`config.mk`:
```
export PLATFORM = sky130hd
export DESIGN_NAME = lcd_timing_ctrl
export DESIGN_NICKNAME = d
export VERILOG_FILES = /design/src/rtl/lcd_pkg.sv /design/src/rtl/lcd_pattern_gen.sv /design/src/rtl/lcd_timing_ctrl.sv
export SDC_FILE = /design/constraint.sdc
export NUM_CORES = 1
export LEC_CHECK = 0
export ABC_AREA = 1
export CAP_MARGIN = 20
export CORE_MARGIN = 2
export CORE_UTILIZATION = 45
export CTS_CLUSTER_SIZE = 8
export DETAILED_ROUTE_END_ITERATION = 10
export HOLD_SLACK_MARGIN = 0.15
export PLACE_DENSITY = 0.83
export RECOVER_POWER = 100
export SLEW_MARGIN = 15
export SYNTH_ARGS = -nofsm -noshare
export SYNTH_HDL_FRONTEND = slang
export SYNTH_SLANG_ARGS = --single-unit
```
`constraint.sdc`:
```
create_clock -name clk_i -period 1.4 [get_ports clk_i]
set_input_delay 0.14 -clock clk_i [delete_from_list [all_inputs] [get_ports clk_i]]
set_output_delay 0.14 -clock clk_i [all_outputs]
set_load 0.03 [all_outputs]
```
`src/rtl/lcd_pkg.sv`:
```
// ---------------------------------------------------------------------------
// lcd_pkg
// Shared types and constants for the RGB565 LCD timing controller.
//   rgb565_t       : packed {R[4:0], G[5:0], B[4:0]} pixel
//   ctrl_state_t   : controller run state (IDLE / RUN / DRAIN)
//   DEF_*          : default 800x480 panel timing and underflow fill colour
//   BAR_*          : colour-bar palette used by the optional pattern generator
//   bar_color()    : maps a 3-bit band index to its colour-bar value
// ---------------------------------------------------------------------------
package lcd_pkg;

  typedef logic [15:0] rgb565_t;

  typedef enum logic [1:0] {
    ST_IDLE  = 2'd0,
    ST_RUN   = 2'd1,
    ST_DRAIN = 2'd2
  } ctrl_state_t;

  localparam int DEF_H_ACTIVE = 800;
  localparam int DEF_H_FP     = 40;
  localparam int DEF_H_SYNC   = 48;
  localparam int DEF_H_BP     = 88;
  localparam int DEF_V_ACTIVE = 480;
  localparam int DEF_V_FP     = 13;
  localparam int DEF_V_SYNC   = 3;
  localparam int DEF_V_BP     = 32;

  localparam rgb565_t DEF_FILL_COLOR = 16'h001F;

  localparam rgb565_t BAR_WHITE   = 16'hFFFF;
  localparam rgb565_t BAR_YELLOW  = 16'hFFE0;
  localparam rgb565_t BAR_CYAN    = 16'h07FF;
  localparam rgb565_t BAR_GREEN   = 16'h07E0;
  localparam rgb565_t BAR_MAGENTA = 16'hF81F;
  localparam rgb565_t BAR_RED     = 16'hF800;
  localparam rgb565_t BAR_BLUE    = 16'h001F;
  localparam rgb565_t BAR_BLACK   = 16'h0000;

  // Bands run left to right in the classic SMPTE-like order.
  function automatic rgb565_t bar_color(input logic [2:0] band);
    rgb565_t c;
    case (band)
      3'd0:    c = BAR_WHITE;
      3'd1:    c = BAR_YELLOW;
      3'd2:    c = BAR_CYAN;
      3'd3:    c = BAR_GREEN;
      3'd4:    c = BAR_MAGENTA;
      3'd5:    c = BAR_RED;
      3'd6:    c = BAR_BLUE;
      default: c = BAR_BLACK;
    endcase
    return c;
  endfunction

endpackage

```
`src/rtl/lcd_pattern_gen.sv`:
```
// ---------------------------------------------------------------------------
// lcd_pattern_gen
// Combinational 8-band colour-bar source, only built with LCD_TEST_PATTERN_EN.
//   h_cnt  in  HW  horizontal pixel position (meaningful while h_cnt < H_ACTIVE)
//   pixel  out 16  colour-bar value for that column; registered by the parent
// ---------------------------------------------------------------------------
`ifdef LCD_TEST_PATTERN_EN
module lcd_pattern_gen
  import lcd_pkg::*;
#(
  parameter int H_ACTIVE = DEF_H_ACTIVE,
  parameter int HW       = 10
) (
  input  logic [HW-1:0] h_cnt,
  output rgb565_t       pixel
);

  localparam int SW = HW + 3;

  logic [SW-1:0] scaled;
  logic [SW-1:0] band_full;
  logic [2:0]    band;

  // band = h_cnt*8/H_ACTIVE; clamped so blanking columns cannot alias
  // back onto a visible band.
  always_comb begin
    scaled    = {h_cnt, 3'b000};
    band_full = scaled / SW'(H_ACTIVE);
    band      = (band_full > SW'(7)) ? 3'd7 : band_full[2:0];
    pixel     = bar_color(band);
  end

endmodule
`endif

```
`src/rtl/lcd_timing_ctrl.sv`:
```
// ---------------------------------------------------------------------------
// lcd_timing_ctrl
// HSYNC/VSYNC/DE timing generator and pixel scheduler for an RGB565 LCD bus.
// Pulls one pixel per active clock from a first-word-fall-through stream and
// substitutes FILL_COLOR when the stream is empty (the raster never stalls).
// Optional build macro: LCD_TEST_PATTERN_EN adds pattern_sel_i and an
// internal colour-bar source.
//
// Ports
//   clk_i          in   1   pixel clock (same net as LCD_CLK)
//   rst_i          in   1   asynchronous active-high reset
//   en_i           in   1   run request (level); frames always complete
//   pix_data_i     in   16  RGB565 stream word
//   pix_valid_i    in   1   stream word valid
//   pix_ready_o    out  1   stream word consumed this cycle when valid
//   pattern_sel_i  in   1   (LCD_TEST_PATTERN_EN only) select colour bars
//   clr_i          in   1   clears underflow_o
//   LCD_R/G/B      out  5/6/5 registered pixel outputs
//   LCD_DE         out  1   registered data enable, active-high
//   LCD_HSYNC/VSYNC out 1   registered syncs, active-low
//   sof_o          out  1   registered pulse with first DE of each frame
//   underflow_o    out  1   sticky starved-pixel flag
// ---------------------------------------------------------------------------
module lcd_timing_ctrl
  import lcd_pkg::*;
#(
  parameter int      H_ACTIVE   = DEF_H_ACTIVE,
  parameter int      H_FP       = DEF_H_FP,
  parameter int      H_SYNC     = DEF_H_SYNC,
  parameter int      H_BP       = DEF_H_BP,
  parameter int      V_ACTIVE   = DEF_V_ACTIVE,
  parameter int      V_FP       = DEF_V_FP,
  parameter int      V_SYNC     = DEF_V_SYNC,
  parameter int      V_BP       = DEF_V_BP,
  parameter rgb565_t FILL_COLOR = DEF_FILL_COLOR
) (
  input  logic        clk_i,
  input  logic        rst_i,
  input  logic        en_i,
  input  logic [15:0] pix_data_i,
  input  logic        pix_valid_i,
  output logic        pix_ready_o,
`ifdef LCD_TEST_PATTERN_EN
  input  logic        pattern_sel_i,
`endif
  input  logic        clr_i,
  output logic [4:0]  LCD_R,
  output logic [5:0]  LCD_G,
  output logic [4:0]  LCD_B,
  output logic        LCD_DE,
  output logic        LCD_HSYNC,
  output logic        LCD_VSYNC,
  output logic        sof_o,
  output logic        underflow_o
);

  localparam int H_TOTAL = H_ACTIVE + H_FP + H_SYNC + H_BP;
  localparam int V_TOTAL = V_ACTIVE + V_FP + V_SYNC + V_BP;
  localparam int HW      = $clog2(H_TOTAL);
  localparam int VW      = $clog2(V_TOTAL);

  localparam logic [HW-1:0] H_LAST       = HW'(H_TOTAL - 1);
  localparam logic [HW-1:0] H_ACT_END    = HW'(H_ACTIVE);
  localparam logic [HW-1:0] H_SYNC_START = HW'(H_ACTIVE + H_FP);
  localparam logic [HW-1:0] H_SYNC_END   = HW'(H_ACTIVE + H_FP + H_SYNC);
  localparam logic [VW-1:0] V_LAST       = VW'(V_TOTAL - 1);
  localparam logic [VW-1:0] V_ACT_END    = VW'(V_ACTIVE);
  localparam logic [VW-1:0] V_SYNC_START = VW'(V_ACTIVE + V_FP);
  localparam logic [VW-1:0] V_SYNC_END   = VW'(V_ACTIVE + V_FP + V_SYNC);

  ctrl_state_t   state, state_nxt;
  logic [HW-1:0] h_cnt;
  logic [VW-1:0] v_cnt;
  logic          running;
  logic          frame_end;
  logic          active;
  logic          hsync_zone;
  logic          vsync_zone;
  logic          pattern_on;
  logic          starve;
  rgb565_t       pix_out;
  rgb565_t       rgb_q;

`ifdef LCD_TEST_PATTERN_EN
  rgb565_t bar_pix;

  lcd_pattern_gen #(
    .H_ACTIVE (H_ACTIVE),
    .HW       (HW)
  ) u_pattern (
    .h_cnt (h_cnt),
    .pixel (bar_pix)
  );

  assign pattern_on = pattern_sel_i;
`else
  assign pattern_on = 1'b0;
`endif

  // Raster decode from the counters. Counters sit at (0,0) in IDLE, so the
  // running qualifier is what keeps DE and the syncs quiet there.
  always_comb begin
    running     = (state != ST_IDLE);
    frame_end   = (h_cnt == H_LAST) && (v_cnt == V_LAST);
    active      = running && (h_cnt < H_ACT_END) && (v_cnt < V_ACT_END);
    hsync_zone  = running && (h_cnt >= H_SYNC_START) && (h_cnt < H_SYNC_END);
    vsync_zone  = running && (v_cnt >= V_SYNC_START) && (v_cnt < V_SYNC_END);
    pix_ready_o = active && !pattern_on;
    starve      = active && !pattern_on && !pix_valid_i;
  end

  // Pixel source selection; the stream word is taken as-is when valid,
  // otherwise the fill colour keeps the panel timing intact.
  always_comb begin
    pix_out = pix_valid_i ? rgb565_t'(pix_data_i) : FILL_COLOR;
`ifdef LCD_TEST_PATTERN_EN
    if (pattern_on) begin
      pix_out = bar_pix;
    end
`endif
  end

  // Run control. Dropping en_i only takes effect at a frame boundary; at
  // that boundary en_i alone decides whether the next frame follows.
  always_comb begin
    state_nxt = state;
    case (state)
      ST_IDLE: begin
        if (en_i) begin
          state_nxt = ST_RUN;
        end
      end
      ST_RUN: begin
        if (!en_i) begin
          state_nxt = frame_end ? ST_IDLE : ST_DRAIN;
        end
      end
      ST_DRAIN: begin
        if (frame_end) begin
          state_nxt = en_i ? ST_RUN : ST_IDLE;
        end
      end
      default: state_nxt = ST_IDLE;
    endcase
  end

  always_ff @(posedge clk_i or posedge rst_i) begin
    if (rst_i) begin
      state <= ST_IDLE;
    end else begin
      state <= state_nxt;
    end
  end

  // Raster counters: held at zero while idle so the first running cycle
  // is always (0,0).
  always_ff @(posedge clk_i or posedge rst_i) begin
    if (rst_i) begin
      h_cnt <= '0;
      v_cnt <= '0;
    end else if (!running) begin
      h_cnt <= '0;
      v_cnt <= '0;
    end else if (h_cnt == H_LAST) begin
      h_cnt <= '0;
      v_cnt <= (v_cnt == V_LAST) ? '0 : v_cnt + 1'b1;
    end else begin
      h_cnt <= h_cnt + 1'b1;
    end
  end

  // Pin registers: everything lands one clock after its counter cycle so
  // RGB, DE and syncs stay aligned at the panel.
  always_ff @(posedge clk_i or posedge rst_i) begin
    if (rst_i) begin
      rgb_q       <= '0;
      LCD_DE      <= 1'b0;
      LCD_HSYNC   <= 1'b1;
      LCD_VSYNC   <= 1'b1;
      sof_o       <= 1'b0;
      underflow_o <= 1'b0;
    end else begin
      rgb_q     <= active ? pix_out : '0;
      LCD_DE    <= active;
      LCD_HSYNC <= !hsync_zone;
      LCD_VSYNC <= !vsync_zone;
      sof_o     <= active && (h_cnt == '0) && (v_cnt == '0);
      if (starve) begin
        underflow_o <= 1'b1;
      end else if (clr_i) begin
        underflow_o <= 1'b0;
      end
    end
  end

  assign LCD_R = rgb_q[15:11];
  assign LCD_G = rgb_q[10:5];
  assign LCD_B = rgb_q[4:0];

endmodule

```
==> flow_summary.json <==
{
  "slew_viol_final": 0,
  "numCtsBuffers": 5,
  "clk_path_buf_depth": 2,
  "cts.reportedPaths.clkPinSlew_ns": 0.08,
  "synth_area_leaders": "dfrtp_1 (50%), nand2_1 (8.0%), nor2_1 (7.8%), inv_1 (6.2%), ha_1 (3.6%)",
  "syn2layout_area_growth_pct": 45.52,
  "fmax_mhz": 670.1,
  "finalSetupTns_ns": -0.3315,
  "crit_path_cell_trace": "inv_2, nand2_2, o21ai_2, nand4_4, inv_2, buf_6",
  "avgSynthCellArea_sq_um": 8.368,
  "die_h_um": 71.78,
  "synth_edf_count": 0,
  "max_stage_delay_ns": 0.40,
  "dr.pass1.iters": 5,
  "setup_slack_ns": -0.09221,
  "rrSetupSlack_ns": -0.04,
  "grt_max_degree": 30,
  "grt.total_usage": 0.2024,
  "synth.most_common_cell": "nand2_1",
  "cellPowerDensity_mw_per_mm2": 1511,
  "p_leak_nw": 1.484,
  "ys_seq_area_frac": 0.5218,
  "dieArea_sq_mm": 0.005152,
  "synth_ff_type": "dfrtp_1",
  "yosys_warnings": 0,
  "synthDistinctLibCells": 29,
  "synthCells": 247,
  "cp-end-kind": "output pin",
  "vdd_drop_max_v": 0.0006512,
  "vias": 2052,
  "synthTopCellsByCount": "nand2_1 (44), nor2_1 (43), dfrtp_1 (41), inv_1 (34)",
  "min-delay-start": "pix_data_i[13]",
  "required_ns": 1.26,
  "grt-ovfl-total": 0,
  "r2r_cells": 8,
  "path_class": "reg2out",
  "arrival_ns": 1.35,
  "finClkSkew_ns": 0.009970,
  "hpwl_um": 3483,
  "violations": "setup timing",
  "cp_top_family": "flip-flops",
  "drtIter0Drc": 160,
  "netlist.area_leader.share": 0.4964,
  "outcome": "finished with violations",
  "crit_buf_inv": 3,
  "cp.depth": 6,
  "initial_core_util": 0.4715,
  "diodes": 0,
  "post-route-period-util": 1.066,
  "final_core_util": 0.6861,
  "io_buffers": 42,
  "rows": 24,
  "worst_slew_pin_slew_ns": 0.7324,
  "r2r-start": "h_cnt[6]",
  "cts_max_level": 2,
  "core_area_sq_mm": 0.004384,
  "worstReg2RegEnd": "sof_o",
  "min_path_cells": 3,
  "vias_per_cell": 5.386,
  "crit_slowest_cell": "dfrtp_1",
  "ys_ff_latch": 43,
  "cts_tree": "yes",
  "cpMostUsedCell": "inv_2",
  "critPathMaxFanout": 2,
  "ios": 43,
  "cts-root-buf": "clkbuf_8",
  "antenna_found_initial": 0,
  "wirelength_um": 5728,
  "finalCriticalPeriod_ns": 1.492,
  "worstHoldEndpoint": "rgb_q[13]",
  "async_flop_share": 1.000,
  "ant_nets": 0,
  "drv_cap": 0,
  "min_path_type": "in2reg",
  "worstSkewPairLatency_ns": 0.30,
  "fillers": 315,
  "final_layout_size_suffix_gt1_frac": 0.2644,
  "startpoint_type": "flip-flop",
  "setup_viol": 18,
  "route.detailed.drc": 0,
  "final_nets": 355,
  "synthesis.nets": 274,
  "timing.hold.ws_ns": 0.3576,
  "wl_per_cell_um": 15.03,
  "ctsHoldBuffers": 0,
  "grt_pass1_wl_um": 8024,
  "hold_viol": 0,
  "netlist_area_sq_mm": 0.002067,
  "rsz0062_at_grt": "yes",
  "gp_congestion": 0.8121,
  "grt_pass1_vias": 1776,
  "synth_top_area_cell": "dfrtp_1",
  "cts.sinks": 43,
  "die_x_um": 71.78,
  "slew_headroom": 0.5117
}
## cell families after synthesis
logic type / Yosys count / share of synthesized area
xor+xnor: 1 / 0.004238
fa+ha+maj: 6 / 0.03632
buf+inv: 43 / 0.08535
compound gates: 26 / 0.06962
simple gates: 128 / 0.2827
flops: 43 / 0.5218
## placed cells by master (no fill, tap or decap), types with 2 or more instances in the layout
cell type        synthesis  layout
nor2_2                   2      10
nor2_4                   1       5
ha_2                     0       2
a21oi_1                  6       6
nand2_2                  3       6
dlygate4sd2_1            0      21
dfstp_2                  2       2
o21ai_1                  4       5
clkbuf_1                 1       2
nand3_1                 12       9
nand3_2                  1       2
clkdlybuf4s50_1          0      19
clkbuf_8                 0       5
nand4_1                 12      12
nor2_1                  43      31
dfrtp_1                 41      41
inv_1                   34      31
o21ai_0                 11      10
nor3_1                   7       6
inv_2                    5       7
nand3_4                  0       2
buf_4                    2      31
buf_6                    1       2
nand2_1                 44      39
nand2_4                  0       2
ha_1                     6       4
## repair_timing
| action | CTS | global route |
|---|---|---|
| buffers inserted | 7 | 11 |
| resized for setup | 31 | 29 |
| pin swaps | 1 | 7 |
| endpoints found under the setup margin | 27 | 33 |
## sequential cells by signal, summed over array words and instances, names as in the netlist
register     cells
rgb_q           16
v_cnt           10
LCD_VSYNC        1
sof_o            1
state            2
LCD_HSYNC        1
underflow_o      1
h_cnt           10
LCD_DE           1
## worst min-delay path: stages
cell and delay [ns]:
clkdlybuf4s50_1 0.39, nand2_1 0.06, nor2_1 0.04
## worst max path at each step
stage	from	endpoint
global route	h_cnt[6]	pix_ready_o
CTS	h_cnt[7]	pix_ready_o
global placement	v_cnt[1]	v_cnt[9]
finish	h_cnt[6]	pix_ready_o
floorplan	h_cnt[6]	pix_ready_o
detailed placement	h_cnt[0]	h_cnt[8]
## per-layer routing
layer | GRT usage | vias to the layer above | wire (um)
met5 | 0 | - | 0
met4 | 0.08386 | 0 | 132
met3 | 0.04079 | 20 | 380
li1 | - | 951 | -
met1 | 0.2466 | 980 | 2237
met2 | 0.3498 | 101 | 2978
## power breakdown
part / internal [mW] / switching (mW) / total (mW)
clock: 0.531 / 0.440 / 0.971
sequential: 1.48 / 0.122 / 1.60
combinational: 0.784 / 1.19 / 1.97
## through the flow
step | setup WS [ns] | power [mW] | cell area [sq um] | instances
final | -0.09221 | 4.545 | 3008 | 381
after global routing | -0.1570 | 4.770 | 3008 | 381
after detailed placement | -0.008234 | 3.433 | 2668 | 355
after CTS | -0.1064 | 4.402 | 2833 | 370
after floorplan | 0.05012 | 2.657 | 2067 | 247
after global placement | 0.02713 | 3.387 | 2668 | 355
## area by class of cell
cell class | instances | area (sq um) | area share
Clock inverter | 3 | 43.79 | 0.01456
Clock buffer | 5 | 68.82 | 0.02288
Multi-Input combinational cell | 161 | 930.9 | 0.3095
Tap cell | 52 | 65.06 | 0.02163
Sequential cell | 43 | 1079 | 0.3586
Timing Repair Buffer | 78 | 671.9 | 0.2234
Inverter | 39 | 148.9 | 0.04950
(Power assumes the default switching activity.)
